**config.mk**
```make
export PLATFORM = sky130hd
export DESIGN_NAME = sdram_burst_arbiter
export DESIGN_NICKNAME = d
export VERILOG_FILES = /design/src/rtl/sdram_burst_arbiter.sv
export SDC_FILE = /design/constraint.sdc
export NUM_CORES = 1
export LEC_CHECK = 0
export ABC_CLOCK_PERIOD_IN_PS = 2400
export CORE_MARGIN = 2
export CORE_UTILIZATION = 35
export DETAILED_ROUTE_END_ITERATION = 8
export GPL_TIMING_DRIVEN = 0
export HOLD_SLACK_MARGIN = 0.03
export PLACE_DENSITY = 0.69
export SLEW_MARGIN = 20
export SYNTH_ARGS = -nofsm -noshare
export SYNTH_HDL_FRONTEND = slang
export SYNTH_SLANG_ARGS = --single-unit
export TNS_END_PERCENT = 100
```
**constraint.sdc**
```tcl
create_clock -name mem_clk -period 2.4 [get_ports mem_clk]
set_input_delay 0.24 -clock mem_clk [delete_from_list [all_inputs] [get_ports mem_clk]]
set_output_delay 0.24 -clock mem_clk [all_outputs]
set_load 0.005 [all_outputs]
```
**src/rtl/sdram_burst_arbiter.sv**
```systemverilog
// sdram_burst_arbiter
//
// Arbitrates one user burst-read port and one user burst-write port onto the
// SDRAM core command port. Each user burst is cut into sub-bursts that never
// cross an SDRAM page, one core command is issued per sub-burst, and a single
// finish pulse is returned per user burst. Data strobes and data pass straight
// through with no added latency.
//
// Configuration macro: BURST_PAGE_SPLIT_EN
//   defined   - sub-bursts are clipped at 2^COL_BITS-word page boundaries
//   undefined - each user burst becomes exactly one core command
//
// Ports
//   mem_clk, rst                 clock (rising edge) / async active-high reset
//   rd_burst_req/len/addr        user read request (level), length, base address
//   rd_burst_data_valid/data     read words returned to the user
//   rd_burst_finish              one-cycle pulse, user read burst complete
//   wr_burst_req/len/addr        user write request (level), length, base address
//   wr_burst_data_req/data       write word request to user / write word from user
//   wr_burst_finish              one-cycle pulse, user write burst complete
//   core_req/we/addr/len         sub-burst command, held until core_ack
//   core_ack, core_done          command accepted / sub-burst finished pulses
//   core_wr_data_req/wr_data     core write word request / write word to core
//   core_rd_data_valid/rd_data   core read data
module sdram_burst_arbiter #(
    parameter int MEM_DATA_BITS = 32,
    parameter int ADDR_BITS     = 23,
    parameter int BURST_BITS    = 10,
    parameter int COL_BITS      = 9
) (
    input  logic                     mem_clk,
    input  logic                     rst,
    input  logic                     rd_burst_req,
    input  logic [BURST_BITS-1:0]    rd_burst_len,
    input  logic [ADDR_BITS-1:0]     rd_burst_addr,
    output logic                     rd_burst_data_valid,
    output logic [MEM_DATA_BITS-1:0] rd_burst_data,
    output logic                     rd_burst_finish,
    input  logic                     wr_burst_req,
    input  logic [BURST_BITS-1:0]    wr_burst_len,
    input  logic [ADDR_BITS-1:0]     wr_burst_addr,
    output logic                     wr_burst_data_req,
    input  logic [MEM_DATA_BITS-1:0] wr_burst_data,
    output logic                     wr_burst_finish,
    output logic                     core_req,
    output logic                     core_we,
    output logic [ADDR_BITS-1:0]     core_addr,
    output logic [BURST_BITS-1:0]    core_len,
    input  logic                     core_ack,
    input  logic                     core_wr_data_req,
    output logic [MEM_DATA_BITS-1:0] core_wr_data,
    input  logic                     core_rd_data_valid,
    input  logic [MEM_DATA_BITS-1:0] core_rd_data,
    input  logic                     core_done
);

    typedef enum logic [1:0] {IDLE, ISSUE, WAIT, FINISH} state_t;

    state_t                 state_q, state_d;
    logic                   op_we_q, op_we_d;
    logic                   last_grant_wr_q, last_grant_wr_d;
    logic [ADDR_BITS-1:0]   cur_q, cur_d;
    logic [BURST_BITS-1:0]  rem_q, rem_d;
    logic                   core_req_q, core_req_d;
    logic [ADDR_BITS-1:0]   core_addr_q, core_addr_d;
    logic [BURST_BITS-1:0]  core_len_q, core_len_d;
    logic                   rd_finish_q, rd_finish_d;
    logic                   wr_finish_q, wr_finish_d;

    logic                   grant_wr;
    logic [ADDR_BITS-1:0]   req_addr;
    logic [BURST_BITS-1:0]  req_len;
    logic                   enter_issue;
    logic [BURST_BITS-1:0]  sub_len;
`ifdef BURST_PAGE_SPLIT_EN
    logic [31:0]            page_room;
`endif
    logic                   busy;

    // Round-robin: on a tie the side that did not win last time is granted.
    // last_grant resets to read, so the first tie after reset goes to write.
    assign grant_wr = wr_burst_req & (~rd_burst_req | ~last_grant_wr_q);
    assign req_addr = grant_wr ? wr_burst_addr : rd_burst_addr;
    assign req_len  = grant_wr ? wr_burst_len  : rd_burst_len;
    assign busy     = (state_q != IDLE);

    always_comb begin
        // NOTE: every _d gets a hold/default value first so that no path
        // through the case statement leaves a variable unassigned (no latches).
        state_d         = state_q;
        op_we_d         = op_we_q;
        last_grant_wr_d = last_grant_wr_q;
        cur_d           = cur_q;
        rem_d           = rem_q;
        core_req_d      = core_req_q;
        core_addr_d     = core_addr_q;
        core_len_d      = core_len_q;
        rd_finish_d     = 1'b0;
        wr_finish_d     = 1'b0;
        enter_issue     = 1'b0;

        case (state_q)
            IDLE: begin
                if (rd_burst_req || wr_burst_req) begin
                    op_we_d = grant_wr;
                    cur_d   = req_addr;
                    rem_d   = req_len;
                    if (req_len == '0) begin
                        // Empty burst: acknowledge straight away, no core command.
                        state_d     = FINISH;
                        wr_finish_d = grant_wr;
                        rd_finish_d = ~grant_wr;
                    end else begin
                        state_d     = ISSUE;
                        core_req_d  = 1'b1;
                        enter_issue = 1'b1;
                    end
                end
            end
            ISSUE: begin
                if (core_ack) begin
                    cur_d      = cur_q + ADDR_BITS'(core_len_q);
                    rem_d      = rem_q - core_len_q;
                    core_req_d = 1'b0;
                    state_d    = WAIT;
                end
            end
            WAIT: begin
                if (core_done) begin
                    if (rem_q == '0) begin
                        state_d     = FINISH;
                        wr_finish_d = op_we_q;
                        rd_finish_d = ~op_we_q;
                    end else begin
                        state_d     = ISSUE;
                        core_req_d  = 1'b1;
                        enter_issue = 1'b1;
                    end
                end
            end
            FINISH: begin
                last_grant_wr_d = op_we_q;
                state_d         = IDLE;
            end
            default: state_d = IDLE;
        endcase

        // Sub-burst length is computed from the values the burst will hold
        // in ISSUE, so grant and continuation share the same path.
`ifdef BURST_PAGE_SPLIT_EN
        page_room = (32'd1 << COL_BITS) - 32'(cur_d[COL_BITS-1:0]);
        sub_len   = (32'(rem_d) > page_room) ? BURST_BITS'(page_room) : rem_d;
`else
        sub_len   = rem_d;
`endif
        if (enter_issue) begin
            core_addr_d = cur_d;
            core_len_d  = sub_len;
        end
    end

    // NOTE: sequential state is written with non-blocking assignments only,
    // so every flop samples the pre-edge value of every other flop.
    always_ff @(posedge mem_clk or posedge rst) begin
        if (rst) begin
            state_q         <= IDLE;
            op_we_q         <= 1'b0;
            last_grant_wr_q <= 1'b0;
            cur_q           <= '0;
            rem_q           <= '0;
            core_req_q      <= 1'b0;
            core_addr_q     <= '0;
            core_len_q      <= '0;
            rd_finish_q     <= 1'b0;
            wr_finish_q     <= 1'b0;
        end else begin
            state_q         <= state_d;
            op_we_q         <= op_we_d;
            last_grant_wr_q <= last_grant_wr_d;
            cur_q           <= cur_d;
            rem_q           <= rem_d;
            core_req_q      <= core_req_d;
            core_addr_q     <= core_addr_d;
            core_len_q      <= core_len_d;
            rd_finish_q     <= rd_finish_d;
            wr_finish_q     <= wr_finish_d;
        end
    end

    assign core_req        = core_req_q;
    assign core_we         = op_we_q;
    assign core_addr       = core_addr_q;
    assign core_len        = core_len_q;
    assign rd_burst_finish = rd_finish_q;
    assign wr_burst_finish = wr_finish_q;

    // Zero-latency passthrough; strobes are gated to the active direction.
    assign wr_burst_data_req   = core_wr_data_req & op_we_q & busy;
    assign core_wr_data        = wr_burst_data;
    assign rd_burst_data_valid = core_rd_data_valid & ~op_we_q & busy;
    assign rd_burst_data       = core_rd_data;

endmodule

```
Yosys cells after proc, flatten, opt, wreduce, memory -nomap -nowiden
Cells that the tools add are included.
W data, S select, Z words.

storage, ports and cells
  register bits after elaboration = 73

cells by class
  add/sub/neg operators = 2
  reduce and logical (&&, ||, !) cells = 9
  bitwise logic cells = 10
  equal/unequal tests = 8
  multiplexer cells = 35

operator list
  cell                  count
  $mux W23              3
  $pmux W23 S2          1
  $mux W10              3
  $add A23 B10 Y23      1
  $logic_not A10 Y1     2
  $pmux W10 S2          1
  $mux W1               17
  $mux W2               5
  $ne A2 B2 Y1 const B  5
  $sub A10 B10 Y10      1
  $pmux W2 S4           1
  $pmux W1 S2           3
  $reduce_and A6 Y1     1
  $and A1 B1 Y1         5
  $eq A2 B2 Y1 const B  2
  $not A1 Y1            4
  $pmux W1 S3           1
  $reduce_and A3 Y1     1
  $reduce_bool A3 Y1    1
  $eq A2 B1 Y1 const B  1
  $logic_not A2 Y1      1
  $reduce_and A2 Y1     1
  $reduce_bool A2 Y1    1
  $logic_or A1 B1 Y1    1
  $or A1 B1 Y1          1

Longest topological paths before layout
  depth in word-level cells = 8
  mapped depth = 10
  mapped depth without buffers = 10

Worst setup path before layout
No wires, ideal clock.

  path type = reg-to-reg
  start point = register core_len_q[0], in the netlist core_len[0]
  end point = register core_addr_q[16], in the netlist core_addr[16]
  slack = 0.214 ns
  stages on the path, launching flop included = 10
  library setup time = 0.125 ns
  data arrival time = 2.061 ns
  path through = dfrtp_1 ha_1 inv_1 fa_1 nor2b_1 o31ai_2 o21ai_2 o2111a_1 o211ai_1 mux2_2

on the way
  longest elaborated chain between the ends = 3

ends and longest elaborated chain
  what                    RTL line  text
  start, declared         66        logic [BURST_BITS-1:0] core_len_q, core_len_d;
  start signal, assigned  184       core_len_q <= core_len_d;
  $add A23 B10 Y23        122       cur_d = cur_q + ADDR_BITS'(core_len_q);
  $mux W23                121       if (core_ack) begin
  $pmux W23 S2            102       case (state_q)
  named net cur_d[16]     62        logic [ADDR_BITS-1:0] cur_q, cur_d;
  end signal, assigned    183       core_addr_q <= core_addr_d;
  end, declared           65        logic [ADDR_BITS-1:0] core_addr_q, core_addr_d;

The timed path passes the listed nets, and every way through them passes these cells.
A chain may end at the register's enable or synchronous reset.

Worst setup path after layout
  start point = register core_len_q[1], in the netlist core_len[1]
  end point = register core_addr_q[11], in the netlist core_addr[11]

on the way
  longest elaborated chain between the ends = 3

ends and longest elaborated chain
  what              RTL line
  $add A23 B10 Y23  122
  $mux W23          121
  $pmux W23 S2      102

No other way between the ends.

==> load_flow_metrics.sql <==
INSERT INTO impl_metrics (metric_group, metric, value, unit) VALUES
('routing', 'num_vias', '5276', ''),
('placement', 'detailedPlacementHpwl', '12870', 'um'),
('timing', 'count_of_pins_over_their_slew_limit', '0', ''),
('timing', 'timing_hold_violations_final', '0', ''),
('synth', 'postSynth.topFlopCell', 'sky130_fd_sc_hd__dfrtp_1', ''),
('final_layout', 'layout.nets', '977', ''),
('floorplanning', 'die_height', '127.4', 'um'),
('placement', 'gpl.final_weighted_congestion', '0.8871', ''),
('power_and_ir_drop', 'p_int', '5485', 'uW'),
('final_layout', 'layout-drive-gt1-share', '18.71', '%'),
('timing', 'fin_skew', '7.771', 'ps'),
('routing', 'top_layer', 'met4', ''),
('setup_path', 'critPathLaunchType', 'register', ''),
('final_layout', 'num-fill-cells', '1400', ''),
('power_and_ir_drop', 'standby_leakage_power', '0.003388', 'uW'),
('clocking', 'tritoncts_clock_tree', 'done', ''),
('power_and_ir_drop', 'fin_total_pwr', '9559', 'uW'),
('routing', 'detail_route.first_pass.iterations', '4', ''),
('clocking', 'insertion_delay', '340', 'ps'),
('synth', 'synthesis.instances', '623', ''),
('power_and_ir_drop', 'power.density', '1229', 'nW/um2'),
('power_and_ir_drop', 'ir_drop', '0.0006297', 'V'),
('clocking', 'path_clk_slew', '60', 'ps'),
('synth', 'synth_area', '5333', 'um2'),
('synth', 'ys_warn_count', '0', ''),
('synth', 'synthMostInstantiatedCell', 'sky130_fd_sc_hd__nand2_1', ''),
('routing', 'route.detailed.vias_per_inst', '5.219', ''),
('placement', 'io_buffers', '176', ''),
('worst_hold_path', 'hold_path_class', 'input pin to asynchronous set/reset pin', ''),
('power_and_ir_drop', 'power.switching_fraction', '42.63', '%'),
('setup_path', 'sort_of_element_at_the_end_of_the_critical_path', 'register', ''),
('floorplanning', 'core_region_area', '15030', 'um2'),
('setup_path', 'crit_arrival', '2540', 'ps'),
('clocking', 'cts.sinks', '73', ''),
('final_layout', 'area_taken_by_multi_input_logic_gates', '2819', 'um2'),
('power_and_ir_drop', 'comb_power_share', '59.7', '%'),
('outcome', 'status', 'finished clean', ''),
('timing', 'slew-limit-headroom', '58.77', '%'),
('synth', 'synth_edf_count', '0', ''),
('routing', 'first_iter_violations', '290', ''),
('synth', 'yosysSeqAreaShare', '34.26', '%'),
('routing', 'drt-total-wl', '17000', 'um'),
('flow_run', 'cap_viol_max_count', '0', ''),
('synth', 'yosysTopAreaCellShare', '34.26', '%'),
('grt', 'grt_pass1_vias', '4771', ''),
('power_and_ir_drop', 'p_clk_share', '15.4', '%'),
('synth', 'share_of_async_settable_or_async_resettable_flops_after_synthesis', '100.0', '%'),
('power_and_ir_drop', 'power_frac_seq', '24.8', '%'),
('setup_path', 'timing.setup.critical_path_class', 'register to register', ''),
('synth', 'netlist.top_cell.by_area', 'sky130_fd_sc_hd__dfrtp_1', ''),
('clocking', 'clock_tree.buffer_depth', '2', ''),
('final_layout', 'seqCellArea', '1828', 'um2'),
('timing', 'final-setup-viol-count', '0', ''),
('grt', 'global_route_wire_length_before_repair', '25650', 'um'),
('timing', 'tightest_slew', '618.4', 'ps'),
('timing', 'final.min_clock_period', '2327', 'ps'),
('floorplanning', 'start_util', '35.47', '%'),
('final_layout', 'n_antenna_cell', '0', ''),
('final_layout', 'finalCoreUtilization', '51.73', '%'),
('routing', 'met1_routed_wirelength_after_detailed_routing', '7723', 'um'),
('synth', 'synth_commonest_cells', '83 x sky130_fd_sc_hd__nand2_1, 73 x sky130_fd_sc_hd__dfrtp_1, 68 x sky130_fd_sc_hd__buf_4', ''),
('grt', 'globalRouteOverflowTotal', '0', ''),
('final_layout', 'post_synthesis_to_final_layout_area_growth', '45.82', '%'),
('synth', 'yosys_register_bits', '73', ''),
('setup_path', 'timing.critical_path.fanout_max', '4', ''),
('floorplanning', 'num_io_pins', '241', ''),
('synth', 'synth_fp_nets', '782', ''),
('routing', 'drt-wirelength-per-cell', '16.81', 'um'),
('clocking', 'clock_tree.root_cell', 'sky130_fd_sc_hd__clkbuf_16', ''),
('grt', 'grt_max_degree', '52', ''),
('routing', 'route.met2.wl', '7632', 'um');
==> stage by stage <==
step	std cells	worst slack, ps	cell area, um2	hold WS [ps]	setup TNS (ps)
2_1_floorplan	623	214.5	5333	455.7	0
3_3_place_gp	987	-1040	7330	490.5	-77900
3_5_place_dp	988	-196.4	7360	498.6	-2545
4_1_cts	1006	11.87	7696	224.5	0
5_1_grt	1011	-13.98	7776	242.9	-19.10
6_report	1011	72.51	7776	213.6	0
==> cell type report <==
type                            count  area share, %
Buffer                             88          8.302
Inverter                           22          1.126
Tap cell                          188          3.025
Timing Repair Buffer              184          23.68
Clock buffer                        9          2.896
Multi-Input combinational cell    440          36.25
Clock inverter                      7          1.207
Sequential cell                    73          23.51
==> layout by cell type, fill, tap and decap left out, drive strengths merged, types with 6 or more instances in the layout <==
cell type        n
nor2            50
dfrtp           73
clkbuf          10
mux2            16
a31oi            8
o211ai           6
clkdlybuf4s50  176
a211oi           6
xnor2            8
a21oi           67
o22ai            7
ha              19
buf             95
nor4             7
o21ai           49
nand4            6
mux2i           18
nor2b            7
inv             22
nand2           84
nand3            6
==> power groups by stage <==
| stage | Clock, uW | Sequential, uW | Combinational, uW |
|---|---|---|---|
| final | 1470 | 2370 | 5710 |
| after global placement | 0 | 2360 | 5420 |
| after CTS | 1490 | 2360 | 5560 |
| after global routing | 1540 | 2440 | 6270 |
| after floorplan | 0 | 2240 | 3670 |
| after detailed placement | 0 | 2370 | 5500 |
==> sequential cells by signal, indices dropped and copies added (netlist names) <==
name	cells
core_addr	23
cur_q	23
core_len	10
rem_q	10
state_q	2
core_req	1
core_we	1
last_grant_wr_q	1
rd_burst_finish	1
wr_burst_finish	1
==> cells by family after synthesis <==
group           synth area share [%]
compound gates                 22.55
buf+inv                        13.66
mux                            6.757
xor+xnor                       2.135
fa+ha+maj                      5.209
flops                          34.26
simple gates                   15.44
==> what timing repair did <==
item | CTS | global route
hold endpoints to repair | 0 | 0
resized for setup | 1 | 15
hold buffers | 0 | 0
pin swaps | 1 | 8
buffers inserted | 2 | 5
endpoints found under the setup margin | 4 | 14
cloned | 0 | 0
==> worst paths after layout <==
path	end	slack [ps]	cells after the start	startpoint
worst max register to register	core_addr[11]	70	8	core_len[1]
worst min-delay path	core_addr[15]	210	2	rst
max in group asynchronous	core_len[9]	1610	3	rst
worst min register to register	core_addr[2]	510	1	core_addr[2]
worst max-delay path	core_addr[11]	70	8	core_len[1]
min in group mem_clk	core_addr[2]	510	1	core_addr[2]
==> routing by layer <==
metal | vias up | GRT usage, %
met3 | 21 | 3.434
met2 | 239 | 31.58
met5 | - | 0
li1 | 2539 | -
met4 | 0 | 7.111
met1 | 2477 | 28.36
==> worst max-delay path: stages (launching register included) <==
cell and delay (ps):
sky130_fd_sc_hd__dfrtp_1 430, sky130_fd_sc_hd__buf_4 160, sky130_fd_sc_hd__ha_1 310, sky130_fd_sc_hd__a211oi_1 330
sky130_fd_sc_hd__o21ai_1 170, sky130_fd_sc_hd__o21ai_1 270, sky130_fd_sc_hd__a21oi_2 160, sky130_fd_sc_hd__mux2i_1 240
sky130_fd_sc_hd__a31oi_1 120
No activity file was read; power rests on OpenSTA's default activity.
